--- config.mk ---
export PLATFORM = sky130hd
export DESIGN_NAME = frame_pipe_ctrl
export DESIGN_NICKNAME = d
export VERILOG_FILES = /design/src/rtl/frame_pipe_ctrl.sv
export SDC_FILE = /design/constraint.sdc
export NUM_CORES = 1
export LEC_CHECK = 0
export CAP_MARGIN = 20
export CORE_ASPECT_RATIO = 1.75
export CORE_MARGIN = 10
export CORE_UTILIZATION = 35
export CTS_BUF_LIST = sky130_fd_sc_hd__clkbuf_16
export DETAILED_ROUTE_END_ITERATION = 8
export GPL_TIMING_DRIVEN = 0
export PLACE_DENSITY = 0.59
export SLEW_MARGIN = 0
export SYNTH_ARGS = -nofsm -noshare
export SYNTH_HDL_FRONTEND = slang
export SYNTH_SLANG_ARGS = --single-unit
export TNS_END_PERCENT = 100
--- constraint.sdc ---
create_clock -name clk -period 2.5 [get_ports clk]
set_input_delay 0.5 -clock clk [delete_from_list [all_inputs] [get_ports clk]]
set_output_delay 0.5 -clock clk [all_outputs]
set_load 0.05 [all_outputs]
--- src/rtl/frame_pipe_ctrl.sv ---
// Per-frame sequencer for the demosaic -> filter -> rgb2ycc pipeline.
// Optional FRAME_PIPE_CTRL_STATS_EN adds a per-frame cycle counter.
module frame_pipe_ctrl #(
  parameter int width         = 320,
  parameter int height        = 240,
  parameter int timeoutCycles = 200000
) (
  input  logic        clk,
  input  logic        reset,
  input  logic        newFrame,
  input  logic        iValid,
  input  logic        iClrErr,
  input  logic        iDoneDemosaic,
  input  logic        iDoneFilter,
  input  logic        iDoneYcc,
  output logic [2:0]  oStageReset,
  output logic        oValidPix,
  output logic        oFlushEn,
  output logic        oBusy,
  output logic        oFrameDone,
  output logic [15:0] oFrameCnt,
  output logic        oOverrun,
  output logic        oTimeout,
  output logic [31:0] oLastFrameCycles
);

  typedef enum logic [1:0] {
    IDLE,
    CAPTURE,
    DRAIN,
    DONE
  } state_t;

  localparam logic [31:0] lastPix = 32'(width * height - 1);
  localparam logic [31:0] wdLast  = 32'(timeoutCycles - 1);

  state_t      state;
  logic [31:0] pixCnt;
  logic [31:0] wdCnt;
  logic        dnDem;
  logic        dnFil;
  logic        dnYcc;

  logic        accept;
  logic        allDone;
  logic        finish;
  logic        wdFire;
  logic        ovEvt;
  logic        inFrame;

  // Pixel gate and frame-level event decode
  always_comb begin
    inFrame   = (state == CAPTURE) || (state == DRAIN);
    oValidPix = iValid && (state == CAPTURE);
    accept    = newFrame && ((state == IDLE) || (state == DONE));
    allDone   = (dnDem || iDoneDemosaic) &&
                (dnFil || iDoneFilter) &&
                (dnYcc || iDoneYcc);
    finish    = (state == DRAIN) && allDone;
    wdFire    = (state == DRAIN) && !allDone && (wdCnt == wdLast);
    ovEvt     = newFrame && inFrame;
  end

  // Main sequencer with registered outputs
  always_ff @(posedge clk) begin
    if (reset) begin
      state       <= IDLE;
      pixCnt      <= '0;
      wdCnt       <= '0;
      dnDem       <= 1'b0;
      dnFil       <= 1'b0;
      dnYcc       <= 1'b0;
      oStageReset <= 3'b000;
      oFlushEn    <= 1'b0;
      oBusy       <= 1'b0;
      oFrameDone  <= 1'b0;
      oFrameCnt   <= '0;
      oOverrun    <= 1'b0;
      oTimeout    <= 1'b0;
    end else begin
      oStageReset <= 3'b000;
      oFrameDone  <= 1'b0;

      if (ovEvt) begin
        oOverrun <= 1'b1;
      end else if (iClrErr) begin
        oOverrun <= 1'b0;
      end

      if (wdFire) begin
        oTimeout <= 1'b1;
      end else if (iClrErr) begin
        oTimeout <= 1'b0;
      end

      unique case (state)
        IDLE, DONE: begin
          oFlushEn <= 1'b0;
          if (accept) begin
            state       <= CAPTURE;
            oBusy       <= 1'b1;
            oStageReset <= 3'b111;
            pixCnt      <= '0;
            dnDem       <= 1'b0;
            dnFil       <= 1'b0;
            dnYcc       <= 1'b0;
          end else begin
            state <= IDLE;
            oBusy <= 1'b0;
          end
        end
        CAPTURE: begin
          dnDem <= dnDem || iDoneDemosaic;
          dnFil <= dnFil || iDoneFilter;
          dnYcc <= dnYcc || iDoneYcc;
          if (oValidPix) begin
            if (pixCnt == lastPix) begin
              state    <= DRAIN;
              pixCnt   <= '0;
              wdCnt    <= '0;
              oFlushEn <= 1'b1;
            end else begin
              pixCnt <= pixCnt + 32'd1;
            end
          end
        end
        DRAIN: begin
          dnDem <= dnDem || iDoneDemosaic;
          dnFil <= dnFil || iDoneFilter;
          dnYcc <= dnYcc || iDoneYcc;
          wdCnt <= wdCnt + 32'd1;
          if (finish) begin
            state      <= DONE;
            oFlushEn   <= 1'b0;
            oFrameDone <= 1'b1;
            oFrameCnt  <= oFrameCnt + 16'd1;
          end else if (wdFire) begin
            state       <= IDLE;
            oFlushEn    <= 1'b0;
            oBusy       <= 1'b0;
            oStageReset <= 3'b111;
          end
        end
        default: begin
          state <= IDLE;
        end
      endcase
    end
  end

`ifdef FRAME_PIPE_CTRL_STATS_EN
  logic [31:0] cycCnt;

  // Frame cycle counter; result includes the DONE cycle
  always_ff @(posedge clk) begin
    if (reset) begin
      cycCnt           <= '0;
      oLastFrameCycles <= '0;
    end else begin
      if (accept) begin
        cycCnt <= '0;
      end else if (inFrame) begin
        cycCnt <= cycCnt + 32'd1;
      end
      if (finish) begin
        oLastFrameCycles <= cycCnt + 32'd2;
      end
    end
  end
`else
  assign oLastFrameCycles = '0;
`endif

endmodule

==> summary by stage, run 1 <==
Status
The flow ran to the end, and the final reports show no timing, DRC or antenna violations.

Floorplan
The cell row count is 57. The total I/O pin count is 65. The die boundary width is 110 um. The die extent in y is approximately 180 um.

The die area is 19600 um2. The core region is 13900 um2. Once the floorplan was initialized, standard cells occupied a little over a third of the core.

Routing
The first detailed-routing pass took 4 iterations. Wires add up to 13000 um. Dividing the detail-routed wire length by the instance count gives 15.2 um. Detailed routing inserted a total of about 4400 vias. The number of vias per cell after detailed routing is 5.10. In this run, the number of DRC markers left after iteration 0 of detailed routing was 191.

The detail route stage leaves a number of antenna-violating nets equal to 0. After detailed routing, the number of remaining DRC violations is 0.

Worst setup path
In this run the worst setup path begins at state[1]. The endpoint identified for the worst register-to-register timing path is pixCnt[22]. The data arrival time of the critical path is between 1500 and 2000 ps. Of all nets on the critical path, the largest fanout is 8. The startpoint of the worst-slack reg-to-reg timing path is pixCnt[0]. The setup slack of the worst register-to-register path is 170 ps.

The signal on the critical path passes through inv_1, ha_1, clkbuf_1, and2_1, clkdlybuf4s15_2. The sort of element at the end of the critical path is a primary output. The cell family contributing the most delay on the critical path is buffers and inverters. The critical path in this run is classified as register to primary output.

Counting both buffers and inverters, the worst setup path holds a total of 3. The largest stage delay on the critical path is 410 ps. The critical path startpoint category is a register. The number of cells on the worst reg-to-reg path is 7. The most critical setup path has its endpoint at oValidPix. Among all stages on the critical path, the largest delay is contributed by clkdlybuf4s15_2. The worst endpoint required time is 2000 ps.

The logic depth of the worst setup path including buffers is 5.

Timing
The worst hold slack is approximately 470 ps. The maximum frequency from static timing analysis is 423 MHz. The period utilization is 94.6%. Clock skew on the completed layout was measured at 11.1 ps. The final-report max-slew violation count is 0. The final hold violation count is 0. The setup TNS is 0 ps. At the pin with the least slew margin, the transition time is 776 ps. The routed design could run at a clock period as short as 2360 ps.

Headroom to the max-slew limit came out at roughly 48%. Setup repair after global routing could not meet its margin everywhere. Setup violations remaining at the end of the flow were counted as 0.

Logic synthesis
A synthesized cell averages 8.40 um2. The synthesized design contains 91 register bits. Yosys printed 0 warnings. The number of enable-type register cells in the synthesized netlist is 0.

The number of unique standard cell types used by synthesis is 51. The synthesized instance count is 594. The proportion of register bits with asynchronous set or reset after synthesis is 0%. Summing every instance area after synthesis gives 4990 um2. The most common flop cell mapped by yosys is dfxtp_1. Sequential cells were found to cover between 30% and 40% of the synthesized design area.

CTS
The root buffer cell chosen for the clock tree is clkbuf_16. Clock tree synthesis found a total of between 90 and 100 sinks. In this run, CTS created clock tree buffers numbering 9. The clock edge transition at the registers on the reported setup and hold paths is 70 ps. Buffers inserted to repair hold after CTS numbered 0. The H-tree generated during clock tree synthesis spans 3 levels. The later-pin clock latency in the skew report is ~350 ps. The buffer levels on the longest clock path is 2. TritonCTS built the clock tree.

Place
Summed over all nets, the half-perimeter wirelength after detailed placement is a little under 10000 um. The congestion estimate from routability-driven global placement came to roughly 0.86. Once placement finished, the instance area stood at 5650 um2. In this run the tool buffered the top-level ports with 32 buffer cells.

Layout
Summing all multi-input logic gate instances after layout gives about 2900 um2. The number of antenna diodes in the final layout is 0. The fraction of layout cells with a size suffix above 1 is 12.9%.

In the layout the commonest cells are dfxtp_1, nand2_1, nor2_1. The filler cells instantiated in the layout total 1386. The area added between synthesis and finish is 21.2%.

The storage element area is 1820 um2. The final design instance area without fill is 6050 um2. The total number of nets in the final design is 684.

Leaving out fill and tap cells, the most frequent cell in the layout is dfxtp_1.

GRT
The total overflow left after global routing is 0. The total global routing track utilization is 13.5%. The initial antenna violation count is 0. Entering global routing, the biggest net connects 17 pins. The wire length of the first global-routing pass is 21400 um. The via count of the first global-routing pass is 4279.

Hold path
The worst hold path startpoint is wdCnt[31]. The min-delay analysis places its worst path in the category register to register. The number of cells on the worst hold path is 2.

Power
The total power density per cell area is 552 nW/um2. The total design power is 3.34 mW. The largest voltage drop on the vdd net is roughly 360 uV.

In this run the static leakage power is 2.12 nW.

Flow run
The max-cap violation count is 0.
[cells in the mapped netlist, types with 2 or more instances]
cell / n / area (um2)
dfxtp_1: 91 / 1820
nand2_1: 63 / 236
nor2_1: 55 / 206
buf_4: 36 / 270
nand3_1: 35 / 175
nand4_1: 29 / 181
mux2i_1: 28 / 280
xor2_1: 28 / 245
a21oi_1: 23 / 115
nand2b_1: 22 / 138
clkbuf_1: 18 / 67.6
inv_1: 16 / 60.1
nor4_1: 14 / 87.6
xnor2_1: 14 / 123
a211oi_1: 13 / 97.6
nor3_1: 11 / 55.1
and3_1: 10 / 62.6
o21ai_0: 9 / 45.0
a2111oi_2: 8 / 120
and4_1: 8 / 70.1
nor2b_1: 6 / 37.5
ha_1: 5 / 62.6
or3_1: 5 / 31.3
buf_2: 4 / 20.0
or2b_1: 4 / 30.0
or4b_1: 4 / 40.0
a21boi_0: 3 / 22.5
a21o_1: 3 / 22.5
buf_6: 3 / 33.8
a2111oi_0: 2 / 17.5
a31oi_1: 2 / 12.5
and2_1: 2 / 12.5
nor4b_1: 2 / 17.5
[stage by stage]
step / worst slack (ps) / util [%] / cells
2_1_floorplan: 177 / - / 625
3_3_place_gp: -549 / 40.6 / 834
3_5_place_dp: -502 / 40.6 / 834
4_1_cts: 11.3 / 43.1 / 850
5_1_grt: -16.9 / 43.5 / 853
6_report: 135 / 43.5 / 853
[metal layers]
| metal | track usage, % | wire length, um | share of wire, % |
|---|---|---|---|
| met5 | 0 | 0 | 0 |
| met4 | 5.91 | 351 | 2.7 |
| met3 | 2.62 | 502 | 3.9 |
| met2 | 25.2 | 7240 | 56 |
| met1 | 13.9 | 4880 | 38 |
[worst min path at each step]
stage and end:
2_1_floorplan wdCnt[5], 4_1_cts oTimeout, 3_3_place_gp wdCnt[31], 6_report wdCnt[31], 3_5_place_dp oTimeout, 5_1_grt oOverrun
[state kept, by name (all words and copies together), names as in the netlist, 2 cells and up]
signal and count:
pixCnt 32, oFrameCnt 16, state 2, wdCnt 32
[report_power, final]
part	internal (mW)	total [mW]	switching [mW]
logic	0.143	0.463	0.320
clock network	0.784	1.39	0.604
registers	1.47	1.49	0.0171
total	2.40	3.34	0.941
[worst reg2reg max path, stage by stage, from the launching register on]
cell	delay, ps
dfxtp_1	400
ha_1	250
or4b_1	500
nor4_4	260
a31oi_1	210
o21bai_2	260
buf_2	260
nor2_1	80
[final cells by class]
type / instances / share of cell area, %
plain buffers: 61 / 6.64
clock buffers: 9 / 3.73
clock inverters: 7 / 1.24
inverters: 16 / 0.993
multi-input cells: 457 / 47.9
flip-flops and latches: 91 / 30.1
well taps: 177 / 3.66
repair buffers: 35 / 5.69
[cells by family (layout without fill, tap and decap cells)]
kind of cell | after synthesis | in the layout | share of synthesized area [%]
and+or+nand+nor | 280 | 280 | 29.9
DFF | 91 | 91 | 36.5
buffers and inverters | 77 | 128 | 9.06
AOI/OAI and AO/OA | 69 | 69 | 10.0
xor gates and xnor gates | 42 | 42 | 7.38
muxes | 29 | 29 | 5.85
adders and majority gates | 5 | 5 | 1.25
other | 1 | 32 | 0.0752
[repair_timing]
action / in CTS / in global routing
resized for setup: 11 / 12
pin swaps: 0 / 2
endpoints found under the setup margin: 59 / 60
buffers inserted: 0 / 3
(Power assumes the default switching activity.)
==> inputs of run 2 (changes only) <==
PLACE_DENSITY = 0.64   (was 0.59)
==> summary by stage, run 2 (synthesis results as in run 1) <==
GRT
The maximum number of pins on one net before global-route repair is 18 (+1). The total grt overflow is 0 (unchanged). The total global routing track utilization was 13.1% (-0.38 points).

The via count of the first global-routing pass is 4400 (+2.8%). The initial antenna violation count was 0 (unchanged). The wire length of the first global-routing pass is 21100 um (-1.5%).

Timing
The time the worst path needs with I/O delays and setup was 2330 ps (-32.2 ps). The actual slew at the worst max-slew pin is 810 ps (+34.2 ps). The count of endpoints failing setup in the final report is 0 (unchanged). The final-report max-slew violation count was 0 (unchanged). The period utilization is 93.3% (-1.3 points).

The worst-case headroom to the max-slew limit is 46.0% (-2.3 points). The maximum frequency from static timing analysis came to 429 MHz (+1.4%). The worst setup skew after layout is 14.9 ps (+3.88 ps). The post-layout worst setup margin is 167 ps (+32.2 ps). The final hold violation count is 0 (unchanged).

CTS
The clock tree from TritonCTS is done. The buffer levels on the longest clock path was 2 (unchanged). The clock tree root driver cell is clkbuf_16.

The total CTS buffers is 9 (unchanged). The CTS sink count is 91 (unchanged). The later-pin clock latency in the skew report is 340 ps (about the same). The CTS H-tree depth is 3 (unchanged).

The clock edge transition at the registers on the reported setup and hold paths is 70 ps (about the same).

Floorplan
The core outline area is 13900 um2 (unchanged). The die extent in y is 178 um (unchanged). The die boundary width is 110 um (unchanged). The cell row count is 57 (unchanged). The initial standard-cell utilization of the core came to 35.9% (unchanged).

The total I/O pin count was 65 (unchanged). The die area is 19600 um2 (unchanged).

Routing
The number of vias after detailed routing was 4390 (+0.87%). The length of the first detailed-routing pass in iterations is 4 (unchanged). The post-route DRC violation count is 0 (unchanged). The post-detailed-routing wire length is 12900 um (-0.83%). The routed length per instance is 15.0 um (-1.2%). The antenna violation net count after detailed routing is 0 (unchanged). The violation count after the first detailed-routing iteration is 189 (-1.0%). The number of vias per cell after detailed routing is 5.13 (+0.52%).

Layout
The area growth from synthesis to layout is 22.0%. The total number of nets in the final design is 687 (+0.44%). The layout filler cell count is 1388 (+0.14%). The commonest non-fill, non-tap cell in the layout is dfxtp_1. The final core utilization is 43.7% (+0.26 points). The fraction of layout cells with a size suffix above 1 is 13.5% (+0.68 points). The storage element area came to 1820 um2 (about the same). In the final layout, the registers with the most flip-flops are pixCnt: 32 flops, wdCnt: 32 flops, oFrameCnt: 16 flops. The number of antenna diodes was 0 (unchanged). Leaving out fill and tap cells, the most frequent cells in the layout are dfxtp_1, nand2_1, nor2_1. The area used by multi-input combinational logic is 2900 um2 (+0.13%). The final design instance area without fill is 6080 um2 (+0.60%).

Worst setup path
The maximum fanout encountered on the critical timing path is 10 (+2). Grouping stages by cell kind, the critical path spends the most delay in simple AND/OR/NAND/NOR gates. The worst setup path is captured at a register. The data arrival time of the critical path was 2600 ps (+740 ps). The worst setup path is launched from a register.

The buffer and inverter count on the worst path is 1 (-2). The critical path is of the register to register type. For this design, the slowest cell found on the critical path is or4b_4. The worst endpoint required time is 2760 ps (+760 ps). Traced cell by cell, the critical path runs through or4b_4, nor4_4, nand3_2, buf_6, a2111oi_2, mux2i_1.

The largest stage delay on the critical path is 540 ps (+130 ps).

Place
The total of buffers placed on input and output ports is 32 (unchanged). The total cell area at the placement stage was 5650 um2 (unchanged). The worst setup slack before clock tree synthesis is -570 ps (-68.7 ps). The final HPWL from detailed placement is 9700 um (-2.1%). The global placer's final weighted congestion is 0.835 (-2.8%).

Power
The total power density per cell area is 553 nW/um2 (about the same). The largest voltage drop on the vdd net came to 323 uV (-9.2%). The cell leakage power is 2.13 nW (+0.61%).

Status
The flow ran to the end, and the final reports show no timing, DRC or antenna violations.

Hold path
The path class of the tightest hold or removal check is register to register.

Flow run
The max-cap violation count is 0 (unchanged).
[run 2: repair_timing]
action / 4_1_cts / 5_1_grt
hold buffers: 0 / 0
gates resized for setup: 10 / 12
endpoints found under the setup margin: 53 / 61
pin swaps: 0 / 5
endpoints found under the hold margin: 0 / 0
setup buffers: 0 / 7
[run 2: worst reg2reg max path, cell delays in order, from the launching register on]
cell and delay, ps:
dfxtp_1 360, or4b_4 540, nor4_4 340, nand3_2 170, buf_6 200, a2111oi_2 410
mux2i_1 230
[run 2: worst paths after layout]
kind,start,depth (start not counted),slack [ps],end
setup / recovery,pixCnt[29],6,170,wdCnt[20]
hold / removal,wdCnt[31],2,470,wdCnt[31]
setup reg to reg,pixCnt[29],6,170,wdCnt[20]
hold reg to reg,wdCnt[31],2,470,wdCnt[31]
[run 2: power by group]
| group | internal (mW) | switching, mW |
|---|---|---|
| clock | 0.793 | 0.612 |
| combinational | 0.147 | 0.319 |
| sequential | 1.47 | 0.0184 |
[run 2: metal layers]
| metal | global-route usage [%] | vias to the layer above | wire length, um | share of wire, % |
|---|---|---|---|---|
| met1 | 13.1 | 2094 | 4950 | 38 |
| met4 | 5.27 | 0 | 258 | 2.0 |
| li1 | - | 2194 | - | - |
| met5 | 0 | - | 0 | 0 |
| met2 | 25.1 | 81 | 7130 | 55 |
| met3 | 2.76 | 21 | 527 | 4.1 |
[run 2: cell type report]
type	instances	share of cell area, %
inverter	16	0.987
timing repair buffer	39	6.15
multi-input combinational	457	47.7
buffer	60	6.52
clock inverter	7	1.34
sequential	91	30.0
clock buffer	9	3.70
tap	177	3.64
[run 2: stage by stage]
stage,TNS (ps),instances,hold slack (ps),total power [mW]
after floorplan,0,625,438,1.87
after global placement,-21170,834,455,1.96
after detailed placement,-22930,834,467,1.97
after CTS,0,850,478,3.38
after global routing,-15.9,856,497,3.48
final,0,856,472,3.36
==> inputs of run 3 (changes only) <==
GPL_TIMING_DRIVEN = not set   (was 0)
RECOVER_POWER = 25   (was not set)
==> summary by stage, run 3 (synthesis results as in run 1) <==
Status
The run finished with clean final reports.

GRT
The initial antenna violation count is 0 (unchanged). The global routing usage on met3 is 2.03% (-0.73 points). The peak-usage layer in the global routing report is met2. The global routing met2 resource utilization came to 24.4% (-0.77 points). The total grt overflow is 0 (unchanged). The total global routing track utilization was 12.6% (-0.54 points). The via count of the first global-routing pass was 4169 (-5.3%). The met1 capacity usage during global routing is 12.3% (-0.76 points). The wire length of the first global-routing pass is 20100 um (-4.6%). The maximum number of pins on one net before global-route repair is 56 (+38).

CTS
The clock tree from TritonCTS is done. The CTS sink count is 91 (unchanged). The clock tree root driver cell is clkbuf_16. The buffer levels on the longest clock path is 2 (unchanged). The total CTS buffers is 9 (unchanged). The number of hold buffers added after CTS is 0 (unchanged). The clock edge transition at the registers on the reported setup and hold paths was 70 ps (about the same).

The setup fix buffers added after clock tree synthesis is 0 (unchanged). The post-cts repair resize count is 0 (-10). The CTS H-tree depth is 3 (unchanged). The later-pin clock latency in the skew report is 350 ps (about the same).

Power
The clock group share of total power is 42.8% (+1.0 points). The net switching fraction of the power is 28.6% (+0.33 points). The logic gate share of total power is 12.5% (-1.4 points).

The total power density per cell area was 575 nW/um2 (+4.0%). The largest voltage drop on the vdd net came to 382 uV (+18%). The internal power contribution was 2.38 mW (-1.4%). The share of total power in sequential cells is 44.6% (+0.3 points). The cell leakage power is 1.97 nW (-7.5%). The net load switching power is 952 uW (+0.26%). The total design power is 3.33 mW (-0.91%).

Floorplan
The total I/O pin count was 65 (unchanged). The die boundary width was 110 um (unchanged). The die area is 19600 um2 (unchanged).

The die extent in y is 178 um (unchanged). The core outline area is 13900 um2 (unchanged). The initial standard-cell utilization of the core is 35.9% (unchanged). The cell row count was 57 (unchanged).

Worst setup path
STA classifies the critical path endpoint as a register. The worst endpoint required time was 2730 ps (-30 ps). The maximum fanout encountered on the critical timing path is 55 (+45). The cell family contributing the most delay on the critical path is simple AND/OR/NAND/NOR gates.

The startpoint identified for the worst register-to-register timing path is pixCnt[0]. The logic depth of the worst setup path including buffers is 8 (+2). The largest stage delay on the critical path is 460 ps (-80 ps).

The buffer and inverter count on the worst path is 2 (+1). STA classifies the critical path startpoint as a register. The number of cell instances on the worst register-to-register path came to 8 (+2). The critical path ends at wdCnt[13]. The critical path is of the register to register type. The most critical setup path has its startpoint at pixCnt[0]. The signal on the critical path passes through ha_1, or4b_1, nor4_2, clkbuf_1, a31oi_4, buf_12, or2b_1, mux2i_1. The endpoint of the worst-slack reg-to-reg timing path is wdCnt[13]. The largest individual stage delay along the critical path comes from the cell or4b_1. The setup slack of the worst register-to-register path is 160 ps (about the same). The data arrival time of the critical path was 2570 ps (-30 ps).

Timing
The post-layout worst setup margin is 157 ps (-10.5 ps). The period utilization is 93.7% (+0.42 points). The worst-case headroom to the max-slew limit was 15.2% (-31 points). The final hold violation count is 0 (unchanged). The setup TNS is 0 ps (unchanged). Setup repair after global routing left no endpoint under its margin. The time the worst path needs with I/O delays and setup came to 2340 ps (+10.5 ps). The final-report max-slew violation count came to 0 (unchanged). The worst setup skew after layout came to 11.1 ps (-3.82 ps).

The maximum frequency from static timing analysis is 427 MHz (-0.45%). The actual slew at the worst max-slew pin was 1270 ps (+461 ps). The count of endpoints failing setup in the final report is 0 (unchanged).

Layout
The total number of nets in the final design is 644 (-6.3%). The area added between synthesis and finish is 16.2%. The largest registers in the layout are pixCnt: 32 flops, wdCnt: 32 flops, oFrameCnt: 16 flops. The final design instance area without fill was 5790 um2 (-4.7%). The number of antenna diodes came to 0 (unchanged). The fraction of layout cells with a size suffix above 1 is 8.49% (-5.1 points). Leaving out fill and tap cells, the most frequent cells in the layout are dfxtp_1, nand2_1, nor2_1.

The commonest non-fill, non-tap cell in the layout is dfxtp_1.

Routing
The number of vias per cell after detailed routing is 5.24 (+2.3%). The post-route DRC violation count was 0 (unchanged). The routed length per instance is 15.3 um (+1.8%). The antenna violation net count after detailed routing is 0 (unchanged). The length of the first detailed-routing pass in iterations is 4 (unchanged). The number of vias after detailed routing came to 4264 (-2.9%). The violation count after the first detailed-routing iteration is 164 (-13%). The post-detailed-routing wire length came to 12400 um (-3.3%).

Place
The final HPWL from detailed placement is 9350 um (-3.6%). The worst setup slack before clock tree synthesis is -27.6 ps (+543 ps). The total cell area at the placement stage is 5490 um2 (-2.8%). The global placer's final weighted congestion is 0.835 (about the same). The total of buffers placed on input and output ports is 32 (unchanged).

Flow run
The max-cap violation count came to 0 (unchanged).

Hold path
The path class of the lowest-slack min-delay path is register to register.
-- run 3: tightest hold or removal path, delay by kind of cell (launching register included) --
kind | cells | cell delay, ps
multiplexers | 1 | 50
flip-flops | 1 | 320
AND/OR/NAND/NOR | 1 | 50
-- run 3: layout make-up --
cell class	instances	area, um2
clock inverters	7	85.1
clock buffers	9	225
inverters	16	60.1
multi-input cells	457	2860
flip-flops and latches	91	1820
fillers	1417	8110
well taps	177	221
repair buffers	56	524
-- run 3: worst min-delay path by stage --
stage                          from        end  slack (ps)  cells past startpoint
final                      wdCnt[5]   wdCnt[5]         470                      2
after global routing       wdCnt[5]   wdCnt[5]         490                      2
after CTS                  wdCnt[5]   wdCnt[5]         480                      2
after detailed placement   wdCnt[5]   wdCnt[5]         470                      2
after global placement    wdCnt[31]  wdCnt[31]         460                      2
after floorplan            wdCnt[5]   wdCnt[5]         440                      2
-- run 3: metal layers --
metal	vias to the layer above	part of all wire [%]	wire, um
li1	2111	-	-
met2	84	57	7090
met5	-	0	0
met3	17	3.7	465
met1	2052	38	4670
met4	0	1.8	221
-- run 3: power groups by stage --
stage               Combinational, mW  Clock (mW)  Sequential, mW
floorplan                       0.331           0            1.54
global placement                0.415           0            1.52
detailed placement              0.422           0            1.52
CTS                             0.424        1.46            1.49
global route                    0.450        1.52            1.49
finish                          0.418        1.43            1.49
-- run 3: stage by stage --
stage,hold WS [ps],util (%),instances
CTS,476,41.7,813
detailed placement,469,39.5,797
floorplan,438,-,625
global placement,456,39.5,797
global route,494,41.7,813
finish,472,41.7,813
